<file path="src/rtl/serial_code_pkg.sv">
// Shared types and defaults for the serial word framers.
package serial_code_pkg;

  typedef enum logic {
    PAR_EVEN = 1'b0,
    PAR_ODD  = 1'b1
  } parity_mode_t;

  typedef enum logic [1:0] {
    PH_IDLE,
    PH_SHIFT,
    PH_LAST
  } frame_phase_t;

  localparam int unsigned DEF_WORD_W   = 4;
  localparam int unsigned DEF_MAX_CODE = 9;

  // Parity bit that brings the word's ones-count to the requested sense.
  function automatic logic parity_bit(input logic ones_odd, input parity_mode_t mode);
    return ones_odd ^ (mode == PAR_ODD);
  endfunction

endpackage

</file>
<file path="src/rtl/serial_bit_counter.sv">
// Bit position counter for serial word framing; advances once per accepted bit
// and wraps after WORD_W bits.
module serial_bit_counter
  import serial_code_pkg::*;
#(
  parameter  int unsigned WORD_W = DEF_WORD_W,
  localparam int unsigned CNT_W  = $clog2(WORD_W)
) (
  input  logic             clock,
  input  logic             reset,
  input  logic             advance,
  output logic [CNT_W-1:0] bit_cnt,
  output logic             first,
  output logic             last
);

  localparam logic [CNT_W-1:0] CNT_LAST = CNT_W'(WORD_W - 1);

  logic [CNT_W-1:0] cnt_q, cnt_d;
  frame_phase_t     phase;

  always_ff @(posedge clock or negedge reset) begin
    if (!reset) begin
      cnt_q <= '0;
    end else begin
      cnt_q <= cnt_d;
    end
  end

  always_comb begin
    if (cnt_q == '0) begin
      phase = PH_IDLE;
    end else if (cnt_q == CNT_LAST) begin
      phase = PH_LAST;
    end else begin
      phase = PH_SHIFT;
    end
  end

  always_comb begin
    cnt_d = cnt_q;
    if (advance) begin
      case (phase)
        PH_LAST: cnt_d = '0;
        default: cnt_d = cnt_q + CNT_W'(1);
      endcase
    end
  end

  always_comb begin
    bit_cnt = cnt_q;
    first   = (phase == PH_IDLE);
    last    = (phase == PH_LAST);
  end

endmodule

</file>
<file path="src/rtl/serial_word_parity_gen.sv">
// Frames a qualified MSB-first serial stream into WORD_W-bit words and emits a
// per-word odd/even parity bit. Define WORD_RANGE_CHECK_EN to flag words > MAX_CODE.
module serial_word_parity_gen
  import serial_code_pkg::*;
#(
  parameter  int unsigned WORD_W   = DEF_WORD_W,
  parameter  int unsigned MAX_CODE = DEF_MAX_CODE,
  localparam int unsigned CNT_W    = $clog2(WORD_W)
) (
  input  logic              clock,
  input  logic              reset,
  input  logic              x,
  input  logic              x_valid,
  input  logic              mode_odd,
  output logic              z,
  output logic              z_valid,
  output logic [WORD_W-1:0] word_out,
  output logic              code_err
);

  logic [CNT_W-1:0]  cnt_unused;
  logic              first, last;
  logic [WORD_W-1:0] assembled;

  logic [WORD_W-1:0] shift_q, shift_d;
  logic              par_q, par_d;
  parity_mode_t      mode_q, mode_d;
  logic              z_q, z_d;
  logic              zv_q, zv_d;
  logic [WORD_W-1:0] word_q, word_d;

  serial_bit_counter #(
    .WORD_W (WORD_W)
  ) u_bit_counter (
    .clock   (clock),
    .reset   (reset),
    .advance (x_valid),
    .bit_cnt (cnt_unused),
    .first   (first),
    .last    (last)
  );

  assign assembled = {shift_q[WORD_W-2:0], x};

  always_ff @(posedge clock or negedge reset) begin
    if (!reset) begin
      shift_q <= '0;
      par_q   <= 1'b0;
      mode_q  <= PAR_EVEN;
      z_q     <= 1'b0;
      zv_q    <= 1'b0;
      word_q  <= '0;
    end else begin
      shift_q <= shift_d;
      par_q   <= par_d;
      mode_q  <= mode_d;
      z_q     <= z_d;
      zv_q    <= zv_d;
      word_q  <= word_d;
    end
  end

  // The first bit reloads the accumulator, so the previous word's parity never leaks in.
  always_comb begin
    shift_d = shift_q;
    par_d   = par_q;
    mode_d  = mode_q;
    z_d     = z_q;
    zv_d    = 1'b0;
    word_d  = word_q;
    if (x_valid) begin
      shift_d = assembled;
      if (first) begin
        mode_d = parity_mode_t'(mode_odd);
        par_d  = x;
      end else begin
        par_d  = par_q ^ x;
      end
      if (last) begin
        z_d    = parity_bit(par_q ^ x, mode_q);
        word_d = assembled;
        zv_d   = 1'b1;
      end
    end
  end

`ifdef WORD_RANGE_CHECK_EN
  logic err_q, err_d;

  always_ff @(posedge clock or negedge reset) begin
    if (!reset) begin
      err_q <= 1'b0;
    end else begin
      err_q <= err_d;
    end
  end

  always_comb begin
    err_d = err_q;
    if (x_valid && last) begin
      err_d = (32'(assembled) > MAX_CODE);
    end
  end

  assign code_err = err_q;
`else
  localparam int unsigned UNUSED_MAX_CODE = MAX_CODE;

  assign code_err = 1'b0;
`endif

  assign z        = z_q;
  assign z_valid  = zv_q;
  assign word_out = word_q;

endmodule

</file>
<file path="config.mk">
export PLATFORM = sky130hd
export DESIGN_NAME = serial_word_parity_gen
export DESIGN_NICKNAME = d
export VERILOG_FILES = /design/src/rtl/serial_code_pkg.sv /design/src/rtl/serial_bit_counter.sv /design/src/rtl/serial_word_parity_gen.sv
export SDC_FILE = /design/constraint.sdc
export NUM_CORES = 1
export LEC_CHECK = 0
export ABC_AREA = 1
export BUFFER_PORTS_ARGS = -buffer_cell sky130_fd_sc_hd__buf_2
export CAP_MARGIN = 20
export CELL_PAD_IN_SITES_DETAIL_PLACEMENT = 2
export CELL_PAD_IN_SITES_GLOBAL_PLACEMENT = 2
export CORE_MARGIN = 2
export CORE_UTILIZATION = 32
export CTS_CLUSTER_SIZE = 12
export DETAILED_ROUTE_END_ITERATION = 10
export GPL_TIMING_DRIVEN = 0
export HOLD_SLACK_MARGIN = 0.08
export PLACE_DENSITY = 0.74
export SLEW_MARGIN = 0
export SYNTH_ARGS = -nofsm -noshare
export SYNTH_HDL_FRONTEND = slang
export SYNTH_HIERARCHICAL = 1
export SYNTH_SLANG_ARGS = --single-unit
export TNS_END_PERCENT = 100
</file>
<file path="constraint.sdc">
create_clock -name clock -period 3.04 [get_ports clock]
set_input_delay 0.456 -clock clock [delete_from_list [all_inputs] [get_ports clock]]
set_output_delay 0.456 -clock clock [all_outputs]
set_load 0.05 [all_outputs]
</file>
== Yosys cells after proc, flatten, opt, wreduce, memory -nomap -nowiden ==
Index checks and enable logic that the tools add are counted.
Operators by class
  $lt $le $gt $ge: 0
  multiplexer cells: 6
  add/sub/neg operators: 1
  divide/modulo/power cells: 0
  multiply operators: 0
  eq/ne operators: 2
  reductions and logical operators: 4
  shift-type cells: 0
  bitwise operators: 2
Operators with widths (count)
  2-bit two-way mux: 3
  2-bit equality test, second input constant: 2
  2-bit zero test: 2
  2-bit AND reduction: 2
  1-bit two-way mux: 3
  2-bit by 1-bit adder with 2-bit output, second input constant: 1
  1-bit XOR: 2
Word-level totals
  bits in latches: 0
  register bits: 13
  memory bits (writable): 0
  input port bits: 5
  memories kept: 0
  bits in read-only memories: 0

== Logic depth before layout (Yosys ltp) ==
  depth after elaboration: 6
  depth in mapped cells: 7
  gate-level depth less buffers: 7

== Modules after synthesis ==
Netlist, hierarchy kept.
Modules (own cells, without submodules)
  serial_word_parity_gen: sequential area each 275.3 um2, cells each 56, instances 1, area each 501.7 um2
  serial_bit_counter: sequential area each 50.0 um2, cells each 13, instances 1, area each 110.1 um2

== Worst setup path before layout ==
OpenSTA, ideal clock, no wires.
  kind: register to output
  from: register word_q[0], in the netlist word_out[0]
  to: output word_out[0]
  setup slack: 1.983 ns
  required time: 2.584 ns
  cell stages (with the launch flop): 1
  data arrival time: 0.601 ns
  path through: dfrtp_1
RTL lines
  from (decl): line serial_word_parity_gen.sv:30  | logic [WORD_W-1:0] word_q, word_d;
  from (signal assigned): line serial_word_parity_gen.sv:59  | word_q <= word_d;
  to (decl): line serial_word_parity_gen.sv:17  | output logic [WORD_W-1:0] word_out,
No word-level cell between the ends.

== Worst setup path in the final report ==
  from: register word_q[1], in the netlist word_out[1]
  to: output word_out[1]
No word-level cell between the ends.

==> results.txt <==
----------------------------------------------------
[CTS]
  Post-CTS setup repair buffer count ... 0
  Count of clock tree sinks ... 13
  H-Tree Depth ... 1
  Clock insertion delay at the later pin of the skew report ... approximately 0.27 ns
  Clock root buffer master ... clkbuf_4
  Post-CTS resize count ... 0
  Clock transition at path regs ... roughly 0.09 ns
  Clock tree from TritonCTS ... yes
  Number of buffers added to fix hold violations after cts ... 1
  Number of buffers inserted during clock tree synthesis ... 3
  Number of buffers on the longest clock path ... 2

[Cells and area]
  Count of filler cells inserted in the layout ... roughly 220
  Leading cell type in the layout, fill and taps excluded ... nand2_1
  Area Growth Syn to Fin ... 19.22%
  Total non-filler cell area in the finished layout ... 729.5 um^2
  Total inserted antenna cells ... 0
  Final-stage net count ... 92
  Layout cells sized above 1 ... 25.00%
  Leading cell types in the layout, fill and taps excluded ... 22 x nand2_1, 13 x dfrtp_1, 10 x inv_1, 10 x buf_2, 6 x o21ai_0
  Non-filler instance count after layout ... 109

[Power and ir drop]
  Worst voltage drop across the vdd grid ... 0.0002984 V
  Power density normalized to cell area ... roughly 960 nW/um^2
  Final total power ... 701.8 uW
  P_leak ... 0.0004020 uW

[Placement]
  Post-DP HPWL ... about 1000 um
  Gpl congestion ... approximately 0.65
  Cell count after placement ... 104
  Quantity of I/O buffers inserted on ports ... 10
  Setup slack at placement ... around 1.8 ns
  Placement Cell Area ... 693.2 um^2

[Synthesis]
  Area of the mapped netlist ... 611.8 um^2
  Syn Nets ... 76
  Number of warning messages in the yosys log ... 6
  Avg Inst Size Synth ... 8.867 um^2
  Portion of the post-synthesis area used by sequential elements ... 53.17%
  Cells after synthesis ... between 60 and 70
  Flip-flop and latch count after synthesis ... 13
  Number of distinct standard cells referenced by the synthesized netlist ... 18

[Worst setup path]
  Startpoint type of the worst setup path ... register
  Critical Path, Cell by Cell ... buf_2
  Maximum fanout count along the critical path ... 2
  Data required time at the worst endpoint ... 2.58 ns
  CP peak stage delay ... ~0.36 ns
  Worst Setup End Kind ... primary output
  Internal reg-to-reg setup slack ... between 1.5 and 2 ns
  Crit path from ... word_out[1]$_DFFE_PN0P_
  R2r startpoint ... u_bit_counter/bit_cnt[0]$_DFFE_PN0P_
  FF-to-FF End ... z$_DFFE_PN0P_
  Highest-delay cell along the critical path ... dfrtp_1
  Path depth of the worst reg2reg path ... 5
  Data arrival time at the worst-slack endpoint ... 0.90 ns
  Critical Setup Path Class ... register to primary output
  Sum of buffers and inverters on the critical path ... 1
  Cell type group with the largest total delay on the critical path ... flip-flops

[Route]
  Aggregate routed wire length ... 1286 um
  Detailed Route Iter0 Violations ... 2
  # DRC ... 0
  DR WL/cell ... 11.80 um
  Remaining antenna violation count ... 0
  Total number of vias ... 476
  TritonRoute pass-1 iters ... 2
  Routed via count divided by cell count ... 4.367

[Die]
  Effective utilization at floorplan ... 34.68%
  Placement row count ... 15
  Area of the die ... 2278 um^2
  Ports placed on the boundary ... 12
  Die width ... 47.73 um
  Core Region ... between 1500 and 2000 um^2
  Die Y-Extent ... 47.73 um

[Timing]
  Setup repair after global routing missed its margin ... false
  Total negative slack for setup checks ... 0 ns
  Crit path time final ... between 1 and 1.5 ns
  Largest clock skew in the final design ... 0.006501 ns
  Portion of the clock cycle consumed by the worst path in the final layout ... 44.66%
  Max-slew violation total from the final report ... 0
  Setup slack after layout ... 1.682 ns
  Max frequency ... 736.5 MHz
  Final Hold Vio Count ... 0
  Final number of setup-violating endpoints ... 0

[Hold path]
  Cells on Worst Hold Path ... 2
  Type of the tightest min-delay check ... primary input to register
  Worst Hold Launch ... x_valid
  Endpoint of the worst hold-timing path ... u_bit_counter/bit_cnt[1]$_DFFE_PN0P_

[Global routing]
  Global route overflow ... 0
  Number of global-route vias before repair ... 500
  Wire length of the first global-routing pass ... 2173 um
  Pin count of the biggest net entering global routing ... 14
  Overall fraction of global-route tracks in use ... 14.54%
  Number of antenna violations at the first check in global routing ... 0

[Outcome]
  Run status ... complete, no violations

[Flow run]
  Number of max-cap violations ... 0

----------------------------------------------------
[Yosys cell counts (all sizes together)]
library cell / instances / share of area, %
a21oi: 1 / 0.82
buf: 2 / 3.1
conb: 1 / 0.61
dfrtp: 13 / 53
ha: 2 / 4.1
inv: 11 / 6.7
nand2: 24 / 18
nand3: 1 / 1.6
nand4: 1 / 1.0
nor2: 6 / 5.3
o21ai: 7 / 5.7
[per-layer routing]
metal	track usage (%)	wire length, um
met5	0	0
met4	6.486	10
met3	3.396	43
met2	26.40	702
met1	15.89	529
[registers in the layout, summed over array words and instances, names as in the netlist]
register               flops
shift_q                    3
u_bit_counter/bit_cnt      2
z_valid                    1
mode_q                     1
par_q                      1
z                          1
word_out                   4
[kinds of logic after synthesis]
family | Yosys count | share of synthesized area [%]
fa+ha+maj | 2 | 4.089
buf+inv | 13 | 9.816
simple gates | 32 | 25.77
flops | 13 | 53.17
other cells | 1 | 0.6129
compound gates | 8 | 6.543
[power by group]
| group | switching, uW | leakage, uW | internal, uW |
|---|---|---|---|
| registers | 38.0 | 0.000160 | 234 |
| clock network | 56.9 | 0.0000150 | 50.8 |
| logic | 234 | 0.000227 | 87.8 |
[worst max path at each step]
stage                         to  cells past startpoint
2_1_floorplan        word_out[0]                      0
3_3_place_gp   par_q$_DFFE_PN0P_                      7
3_5_place_dp   par_q$_DFFE_PN0P_                      7
4_1_cts              word_out[1]                      1
5_1_grt              word_out[1]                      1
6_report             word_out[1]                      1
[final cells by class]
cell class	count	area, um^2	share of cell area (%)
multi-input cells	43	226.5	31.05
repair buffers	11	60.06	8.233
well taps	25	31.28	4.288
clock buffers	4	26.28	3.602
inverters	11	41.29	5.660
plain buffers	2	18.77	2.573
flip-flops and latches	13	325.3	44.60
[metrics by stage]
step	hold WS (ns)	util, %
finish	0.4284	41.35
global route	0.4286	41.35
CTS	0.4235	41.35
detailed placement	0.3608	39.29
global placement	0.3625	39.29
floorplan	0.1604	-
Power figures use the tool's default switching activity.
